$ cat config.mk
export PLATFORM = sky130hd
export DESIGN_NAME = wb_switch_poller
export DESIGN_NICKNAME = d
export VERILOG_FILES = /design/src/rtl/wb_switch_poller.sv
export SDC_FILE = /design/constraint.sdc
export NUM_CORES = 1
export LEC_CHECK = 0
export BUFFER_PORTS_ARGS = -buffer_cell sky130_fd_sc_hd__buf_2
export CORE_MARGIN = 10
export CORE_UTILIZATION = 42
export CTS_BUF_LIST = sky130_fd_sc_hd__clkbuf_16
export DETAILED_ROUTE_END_ITERATION = 16
export SLEW_MARGIN = 10
export SYNTH_ARGS = -nofsm -noshare
export SYNTH_HDL_FRONTEND = slang
export SYNTH_SLANG_ARGS = --single-unit
$ cat constraint.sdc
create_clock -name wb_clk -period 6.2 [get_ports wb_clk]
set_clock_uncertainty 0.2 [all_clocks]
set_input_delay 1.24 -clock wb_clk [delete_from_list [all_inputs] [get_ports wb_clk]]
set_output_delay 1.24 -clock wb_clk [all_outputs]
set_load 0.05 [all_outputs]
$ cat src/rtl/wb_switch_poller.sv
// wb_switch_poller: periodically reads an 8-bit switch register over Wishbone and writes it to an output register on change.
module wb_switch_poller #(
  parameter int          POLL_DIV = 1000,
  parameter logic [31:0] RD_ADR   = 32'h0,
  parameter logic [31:0] WR_ADR   = 32'h4,
  parameter int          TIMEOUT  = 15
) (
  input  logic        wb_clk,
  input  logic        wb_rst_n,
  output logic [31:0] wb_adr_o,
  output logic [7:0]  wb_dat_o,
  input  logic [7:0]  wb_dat_i,
  output logic        wb_we_o,
  output logic        wb_cyc_o,
  output logic        wb_stb_o,
  output logic [2:0]  wb_cti_o,
  output logic [1:0]  wb_bte_o,
  input  logic        wb_ack_i,
  input  logic        wb_err_i,
  input  logic        wb_rty_i,
  input  logic        enable_i,
  output logic [7:0]  value_o,
  output logic        change_o,
  output logic        error_o
);
  typedef enum logic [1:0] {IDLE, RD, CMP, WR} state_t;
  state_t      state, state_d;
  logic [20:0] timer;
  logic [15:0] wcnt;
  logic [7:0]  cap;
  logic        written, wrap, busy, bad, ok;
  assign wb_cti_o = 3'b000;
  assign wb_bte_o = 2'b00;
  // an ack on the last allowed wait cycle still counts; err/rty always win over ack
  always_comb begin
    wrap    = enable_i && timer == 21'(POLL_DIV - 1);
    busy    = state == RD || state == WR;
    bad     = busy && (wb_err_i || wb_rty_i || (!wb_ack_i && wcnt == 16'(TIMEOUT - 1)));
    ok      = busy && wb_ack_i && !bad;
    state_d = bad ? IDLE :
              state == IDLE ? (wrap ? RD : IDLE) :
              state == RD   ? (ok ? CMP : RD) :
              state == CMP  ? ((!written || cap != value_o) ? WR : IDLE) :
                              (ok ? IDLE : WR);
  end
  always_ff @(posedge wb_clk or negedge wb_rst_n)
    if (!wb_rst_n) begin
      state    <= IDLE;
      timer    <= '0;
      wcnt     <= '0;
      cap      <= '0;
      written  <= 1'b0;
      wb_adr_o <= '0;
      wb_dat_o <= '0;
      wb_we_o  <= 1'b0;
      wb_cyc_o <= 1'b0;
      wb_stb_o <= 1'b0;
      value_o  <= '0;
      change_o <= 1'b0;
      error_o  <= 1'b0;
    end else begin
      state    <= state_d;
      timer    <= (!enable_i || wrap) ? '0 : timer + 21'd1;
      wcnt     <= (busy && state_d == state) ? wcnt + 16'd1 : '0;
      wb_cyc_o <= state_d == RD || state_d == WR;
      wb_stb_o <= state_d == RD || state_d == WR;
      wb_we_o  <= state_d == WR;
      if (state == IDLE && state_d == RD) wb_adr_o <= RD_ADR;
      if (state == CMP && state_d == WR) begin
        wb_adr_o <= WR_ADR;
        wb_dat_o <= cap;
      end
      if (state == RD && ok) cap <= wb_dat_i;
      if (state == WR && ok) begin
        value_o <= wb_dat_o;
        written <= 1'b1;
      end
      change_o <= state == WR && ok;
      error_o  <= bad;
    end
endmodule
Yosys cells after proc, flatten, opt, wreduce, memory -nomap -nowiden:

Index checks and enable logic that the tools add are counted.

* bits in registers: 100
* input bits: 14
* output and inout bits: 58
* logic and storage cells: 57

* $add $sub $neg: 2
* equal/unequal tests: 9
* mux-type cells: 12
* reductions and logical operators: 22

Operator list (number)
* 2-to-1 mux 32 bit: 2
* adder 21 x 1 -> 21 bit, second input constant: 1
* == test 21 x 10 -> 1 bit, second input constant: 1
* 2-to-1 mux 21 bit: 1
* adder 16 x 1 -> 16 bit, second input constant: 1
* == test 16 x 4 -> 1 bit, second input constant: 1
* 2-to-1 mux 16 bit: 1
* 2-to-1 mux 2 bit: 7
* logical AND 1 bit: 10
* != test 8 bit: 1
* == test 2 bit, second input constant: 3
* logical OR 1 bit: 6
* == test 2 x 1 -> 1 bit, second input constant: 2
* zero test 1 bit: 4
* == test 2 bit: 1
* zero test 2 bit: 1
* nonzero test 2 bit: 1
* 2-to-1 mux 1 bit: 1

Logic depth before layout (Yosys ltp):

Gate-level depths: netlist (run 1).

* depth after elaboration: 15
* mapped depth: 7
* mapped depth without buffers: 6

Worst setup path after synthesis (run 1):

Ideal clock, no wire load.

* path type: input to register
* start: input wb_rty_i
* end: register wcnt[10]
* setup time: 71 ps
* arrival: 2235 ps
* data required time: 5929 ps
* slack: 3693 ps
* stages: 5
* path buffers: 1
* path through: or2_2 > a41oi_1 > nand3_1 > buf_2 > nor2_1

* word-level cells in the longest chain between the ends: 13
* elaborated cells between the ends (all ways): 14
* classes of those cells: eq/ne (1); mux (7); reduce/logical (6)

RTL lines
* start: declaration: RTL line 20 `input logic wb_rty_i,`
* logical OR 1 bit (*) (2 in series): RTL line 38 `bad = busy && (wb_err_i || wb_rty_i || (!wb_ack_i && wcnt == 16'(TIMEOUT - 1)));`
* logical AND 1 bit (*): RTL line 38
* zero test 1 bit: RTL line 39 `ok = busy && wb_ack_i && !bad;`
* logical AND 1 bit: RTL line 39
* 2-to-1 mux 2 bit: RTL line 44 `(ok ? IDLE : WR);`
* 2-to-1 mux 2 bit: RTL line 43 `state == CMP ? ((!written || cap != value_o) ? WR : IDLE) :`
* 2-to-1 mux 2 bit: RTL line 42 `state == RD ? (ok ? CMP : RD) :`
* 2-to-1 mux 2 bit: RTL line 41 `state == IDLE ? (wrap ? RD : IDLE) :`
* 2-to-1 mux 2 bit (*): RTL line 40 `state_d = bad ? IDLE :`
* == test 2 bit (*): RTL line 64 `wcnt <= (busy && state_d == state) ? wcnt + 16'd1 : '0;`
* logical AND 1 bit (*): RTL line 64
* 2-to-1 mux 16 bit (*): RTL line 64
* end signal: assignment: RTL line 64
* end: declaration: RTL line 29 `logic [15:0] wcnt;`

Mark *: on every way between the ends. The rest lies on a longest branch, timed or not.
A chain may end at the register's enable or synchronous reset.

==> results of run 1 <==
-- through the flow --
| step | power, µW | setup WS, ns | hold slack (ns) | area (µm²) | instances |
|---|---|---|---|---|---|
| final | 1470 | 3.54 | 0.251 | 3830 | 461 |
| after CTS | 1490 | 3.52 | 0.256 | 3830 | 461 |
| after global placement | 1020 | 3.31 | 0.242 | 3560 | 445 |
| after global routing | 1550 | 3.39 | 0.285 | 3830 | 461 |
| after detailed placement | 1030 | 3.17 | 0.245 | 3560 | 445 |
| after floorplan | 948 | 3.69 | 0.224 | 3580 | 354 |
-- sequential cells by signal (all words and copies together) (netlist names) --
| name | flops |
|---|---|
| timer | 21 |
| value_o | 8 |
| change_o | 1 |
| wcnt | 16 |
| wb_dat_o | 8 |
| cap | 8 |
| wb_we_o | 1 |
| error_o | 1 |
| wb_adr_o | 1 |
| state | 2 |
| written | 1 |
-- power groups by stage --
stage | clock network (µW) | registers (µW) | logic [µW]
floorplan | 0 | 725 | 223
global placement | 0 | 590 | 432
detailed placement | 0 | 593 | 437
CTS | 470 | 585 | 438
global route | 489 | 597 | 462
finish | 454 | 584 | 432
-- layout make-up --
| class | instances | share of cell area, % |
|---|---|---|
| flip-flops and latches | 68 | 44.4 |
| multi-input cells | 231 | 39.6 |
| clock buffers | 9 | 5.88 |
| repair buffers | 37 | 4.97 |
| well taps | 102 | 3.33 |
| clock inverters | 7 | 1.11 |
| inverters | 7 | 0.686 |
-- cells by family (layout without fill, tap and decap cells) --
group | after synthesis | after routing
buf+inv | 55 | 60
fa+ha+maj | 3 | 3
simple gates | 106 | 106
other cells | 1 | 36
compound gates | 34 | 34
xor+xnor | 28 | 28
flops | 68 | 68
mux | 24 | 24
-- worst max-delay path by stage --
stage                           to  slack, ns  cells after the start
after floorplan           wcnt[10]       3.69                      5
after global placement    wcnt[12]       3.31                      5
after detailed placement  wcnt[12]       3.17                      5
after CTS                 wb_cyc_o       3.52                      1
after global routing      wcnt[15]       3.39                      5
final                     wb_cyc_o       3.54                      1
-- cell usage in the layout (no fill, tap or decap), types with 5 or more instances in the layout --
cell type	n
nand2_1	10
or3_1	5
buf_2	35
xor2_1	17
and3_1	5
o31ai_1	9
clkbuf_16	9
nand4_1	12
o21ai_0	6
inv_1	7
dfrtp_1	68
conb_1	36
or4_1	8
nor2_1	26
nand3_1	14
mux2_2	24
xnor2_1	11
a21oi_1	13
-- per-layer routing --
layer / global-route usage, % / part of all wire [%]
met1: 13.8 / 45
met2: 18.7 / 49
met3: 4.54 / 5.4
met4: 4.40 / 1.1
met5: 0 / 0
==> flow_summary.toml, run 1 <==
[cells_and_area]
multi_input_area_um2 = 1520
fill_cells = 766
seqCellArea_um2 = 1700
nNetsFinal = 371
layout-drive-gt1-share_pct = 22.6
final_util_pct = 48.8
diodes = 0
syn2layout_area_growth_pct = 11.2

[route]
routedWlPerCell_um = 14.7
drc = 0
routed-via-count = 2331
first_pass_iters = 4
ant_nets = 0
drt_iter0_drc = 65
drt_wl_total_um = 6780
via_per_inst = 5.06

[setup_path]
critPathTopFamily = "flip-flops"
slowest_delay_ns = 0.54
reg2reg_depth = 5
worstPathRequired_ns = 4.76
critPathMaxFanout = 11
reg2reg_to = "timer[17]"
crit_slowest_cell = "dfrtp_1"
arrival_ns = 1.22
critPathCaptureType = "output port"
criticalPathCategory = "reg -> out"
crit_path_start_kind = "register"
startpoint = "state[0]"
crit_path_cell_trace = "buf_2"
rrSetupSlack_ns = 3.64
reg2reg_from = "timer[16]"
crit_buf_inv = 1

[power_and_ir_drop]
irDropWorstVdd_mv = 0.156
p_sw_uw = 550
comb_power_share_pct = 29.4
switching_share_pct = 37.4
p_seq_share_pct = 39.7
p_int_uw = 919
clockPowerShare_pct = 30.9
leakagePower_uw = 0.00175
power_density_nw_per_um2 = 384

[clock_tree]
cts_tree = "built"
cts_buffer_depth = 2
cts_setup_buffers = 0
cts_resized = 0
cts_root_buf = "clkbuf_16"
numCtsBuffers = 9
clk-insertion-delay-late_ns = 0.33
path_clk_slew_ns = 0.06
htreeDepth = 3
hold_buffers = 0
cts_sinks = 68

[placed_design]
finalWeightedCongestion = 0.761
port_buffers = 35
hpwl_um = 4860

[global_route]
grt.overflow.total = 0
grt_pass1_wl_um = 11900
grt_usage_pct = 11.7
grt_start_max_net_pins = 69
grt_pass1_vias = 2413
antenna_found_initial = 0

[run_status]
status = "completed"

[yosys]
synthAdderAreaFrac_pct = 1.09
synth_top_family_by_area = "simple AND/OR/NAND/NOR gates"
synth_async_sr_flop_share_pct = 100
synth_cells = 319
synth_xor_area_share_pct = 7.12
synth.top_cell.area_share_pct = 49.4
yosys.cell_count.top_type = "dfrtp_1"
yosysTopAreaCell = "dfrtp_1"
seq_area_frac_synth_pct = 49.4
ys.flop_type = "dfrtp_1"
ys_top_cells_by_count = "dfrtp_1, buf_4, nor2_1"
ys_types = 41
synth_edf_count = 0
synth_seq_cells = 68
synth.avg_cell_area_um2 = 10.8
synth_area_um2 = 3440
yosysWarnings = 0
muxShareOfSynthArea_pct = 7.85
synth.area.top_cells = "dfrtp_1, buf_4, mux2_2, xor2_1, nor2_1"
yosys.area_share.simple_pct = 17.6
synth_compound_area_share_pct = 6.21

[floorplan]
die_w_um = 111
die-area_um2 = 12200
io_pins = 72
coreArea_um2 = 7850
die_h_um = 111
rows = 32
start_util_pct = 43.9

[worst_hold_path]
worstHoldPathCells = 1
hp-start = "timer[0]"
hold_path_end = "timer[0]"
hold_class = "reg -> reg"

[timing]
setup_viol = 0
slew_headroom_pct = 40.5
period_share_pct = 42.8
hold_viol = 0
rsz0062_at_grt = "no"
tightest_slew_ns = 0.882
finalMaxSlewViolations = 0
setup-tns-final_ns = 0
min_period_ns = 2.66
fmax_ghz = 0.377

[run]
cap_violations = 0
Power figures use the tool's default switching activity.
==> run 2: changes to the inputs <==
--- a/config.mk
+++ b/config.mk
@@ -5,11 +5,13 @@
 export SDC_FILE = /design/constraint.sdc
 export NUM_CORES = 1
 export LEC_CHECK = 0
+export ABC_AREA = 1
 export BUFFER_PORTS_ARGS = -buffer_cell sky130_fd_sc_hd__buf_2
 export CORE_MARGIN = 10
 export CORE_UTILIZATION = 42
 export CTS_BUF_LIST = sky130_fd_sc_hd__clkbuf_16
 export DETAILED_ROUTE_END_ITERATION = 16
+export PLACE_DENSITY = 0.66
 export SLEW_MARGIN = 10
 export SYNTH_ARGS = -nofsm -noshare
 export SYNTH_HDL_FRONTEND = slang
==> constraint.sdc (replaced) <==
create_clock -name wb_clk -period 2.3 [get_ports wb_clk]
set_clock_uncertainty 0.2 [all_clocks]
set_input_delay 0.46 -clock wb_clk [delete_from_list [all_inputs] [get_ports wb_clk]]
set_output_delay 0.46 -clock wb_clk [all_outputs]
set_load 0.05 [all_outputs]
==> run 2 against run 1 <==
Effect of this change:
- critical path depth rose by 9
- wire length is 21% higher
- final area grew 12%
- power rose to 3.2 times the previous value
- final cell count increased by 38%
- clock power rose to 3.5 times the previous value
- sequential cell count stayed put
- critical path type is now reg -> reg
- critical endpoint is now timer[14]
- largest power group unchanged
==> flow_summary.toml, run 2 <==
[run_status]
status = "completed"

[timing]
period_share_pct = 88.3
setup_viol = 0
fmax_ghz = 0.492
finalMaxSlewViolations = 0
fin_ws_ns = 0.269
min_period_ns = 2.03
hold_viol = 0
rsz0062_at_grt = "no"
setup-tns-final_ns = 0

[power_and_ir_drop]
irDropWorstVdd_mv = 0.719
power_density_nw_per_um2 = 1100
leakagePower_uw = 0.00213
finalPower_uw = 4710

[yosys]
synth_async_sr_flop_share_pct = 100
synth_seq_cells = 68
yosys.cell_count.top_type = "nand2_1"
seq_area_frac_synth_pct = 45.1
ys_types = 29
synth_area_um2 = 3770
synth_cells = 479
synth.top_cell.area_share_pct = 45.1
yosysTopAreaCell = "dfrtp_1"
yosysWarnings = 0
ys.flop_type = "dfrtp_1"
synth.avg_cell_area_um2 = 7.87
synth_edf_count = 0
synth.area.top_cells = "dfrtp_1, nand2_1, buf_4, nor2_1, inv_1"
ys_top_cells_by_count = "nand2_1, dfrtp_1, nor2_1"

[clock_tree]
path_clk_slew_ns = 0.06
cts_root_buf = "clkbuf_16"
cts_tree = "built"
cts_resized = 0
cts_sinks = 68
htreeDepth = 3
clk-insertion-delay-late_ns = 0.33
cts_buffer_depth = 2
cts_setup_buffers = 0
numCtsBuffers = 9

[placed_design]
hpwl_um = 6090
port_buffers = 35
finalWeightedCongestion = 0.858
dpl_cell_area_um2 = 3950
pre_cts_ws_ns = 0.322

[cells_and_area]
top_register = "timer"
layout-drive-gt1-share_pct = 15.1
nNetsFinal = 541
final_util_pct = 49.3
fill_cells = 843
syn2layout_area_growth_pct = 14.0
reg_top3 = "timer (21), wcnt (16)"
layout_commonest_cell = "nand2_1"
finalInstanceArea_um2 = 4300
diodes = 0
layout_common_cells = "nand2_1, dfrtp_1, nor2_1"
largest_reg_flops = 21

[route]
via_per_inst = 4.75
routedWlPerCell_um = 12.8
routed-via-count = 3023
maxUsedRoutingLayer = "met4"
met3WireLength_um = 487
drt_wl_total_um = 8180
drt-met1-wl_um = 3740
dr_wl_met2_um = 3800
first_pass_iters = 4
drt_iter0_drc = 156
ant_nets = 0
drc = 0

[global_route]
grt_start_max_net_pins = 69
antenna_found_initial = 0
grt.overflow.total = 0
grt_pass1_wl_um = 14100
grt_pass1_vias = 3044
grt_usage_pct = 12.9

[worst_hold_path]
hold_class = "in -> reg"
worstHoldPathCells = 2
hp-start = "wb_dat_i[0]"

[floorplan]
rows = 34
die_w_um = 115
die_h_um = 115
io_pins = 72
coreArea_um2 = 8720
die-area_um2 = 13200
start_util_pct = 43.2

[setup_path]
startpoint = "timer[0]"
reg2reg_from = "timer[0]"
critPathMaxFanout = 5
crit_buf_inv = 1
critPathCaptureType = "register"
crit_path_start_kind = "register"
cp_common_cell = "nand2_1"
arrival_ns = 2.05
crit_path_cell_trace = "ha_1 -> nand2_1 -> inv_1 -> nand2_1 -> nor3_1 -> nand2_1 -> nor3_1 -> nand2_1 -> nand2_1 -> nor2_1"
cp.depth = 10
criticalPathCategory = "reg -> reg"
critPathTopFamily = "simple AND/OR/NAND/NOR gates"
reg2reg_depth = 10
slowest_delay_ns = 0.42
worstPathRequired_ns = 2.32
crit_slowest_cell = "dfrtp_1"

[run]
cap_violations = 0
-- run 2: logic make-up (layout without fill, tap and decap cells) --
kind of cell | Yosys count | after routing | synth area share (%)
AND/OR/NAND/NOR | 258 | 258 | 30.8
buffers and inverters | 95 | 110 | 13.6
flip-flops | 68 | 68 | 45.1
AO/OA/AOI/OAI | 33 | 33 | 4.41
XOR/XNOR | 20 | 20 | 4.65
adder cells (fa/ha/maj) | 3 | 3 | 0.995
other | 1 | 36 | 0.0994
multiplexers | 1 | 1 | 0.299
-- run 2: report_power, final --
group          total (µW)  internal (µW)  leakage (µW)  switching (µW)
sequential           1630           1410      0.000874             213
combinational        1520            359       0.00108            1160
clock                1570           1060      0.000171             510
-- run 2: worst paths after layout --
path / end / slack [ns]
setup / recovery: timer[14] / 0.27
hold / removal: cap[0] / 0.16
setup reg to reg: timer[14] / 0.27
hold reg to reg: wcnt[0] / 0.26
max in group asynchronous: state[0] / 1.11
min in group asynchronous: timer[18] / 0.47
-- run 2: per-stage QoR --
step / instances / hold slack (ns)
final: 637 / 0.161
after global routing: 637 / 0.160
after CTS: 637 / 0.156
after detailed placement: 620 / 0.256
after global placement: 620 / 0.246
after floorplan: 514 / -0.0356
-- run 2: final cells by class --
| type | count | area [µm²] | share of cell area [%] |
|---|---|---|---|
| sequential | 68 | 1700 | 39.6 |
| multi-input combinational | 351 | 1690 | 39.2 |
| timing repair buffer | 41 | 235 | 5.47 |
| clock buffer | 9 | 225 | 5.24 |
| inverter | 53 | 199 | 4.63 |
| tap | 108 | 135 | 3.14 |
| clock inverter | 7 | 116 | 2.71 |
-- run 2: metal layers --
| metal | global-route usage [%] | up-vias |
|---|---|---|
| li1 | - | 1524 |
| met1 | 16.3 | 1410 |
| met2 | 20.7 | 77 |
| met3 | 2.76 | 12 |
| met4 | 6.19 | 0 |
| met5 | 0 | - |
-- run 2: timing repair --
item                                   in CTS  in global routing
hold buffers                                1                  0
setup endpoints to repair                   0                  0
endpoints found under the hold margin      68                  0
-- run 2: worst reg2reg max path, delay by kind of cell, from the launching register on --
family	cells	cell delay, ns
AND/OR/NAND/NOR	8	1.04
flip-flops	1	0.42
adder cells (fa/ha/maj)	1	0.19
buffers and inverters	1	0.09
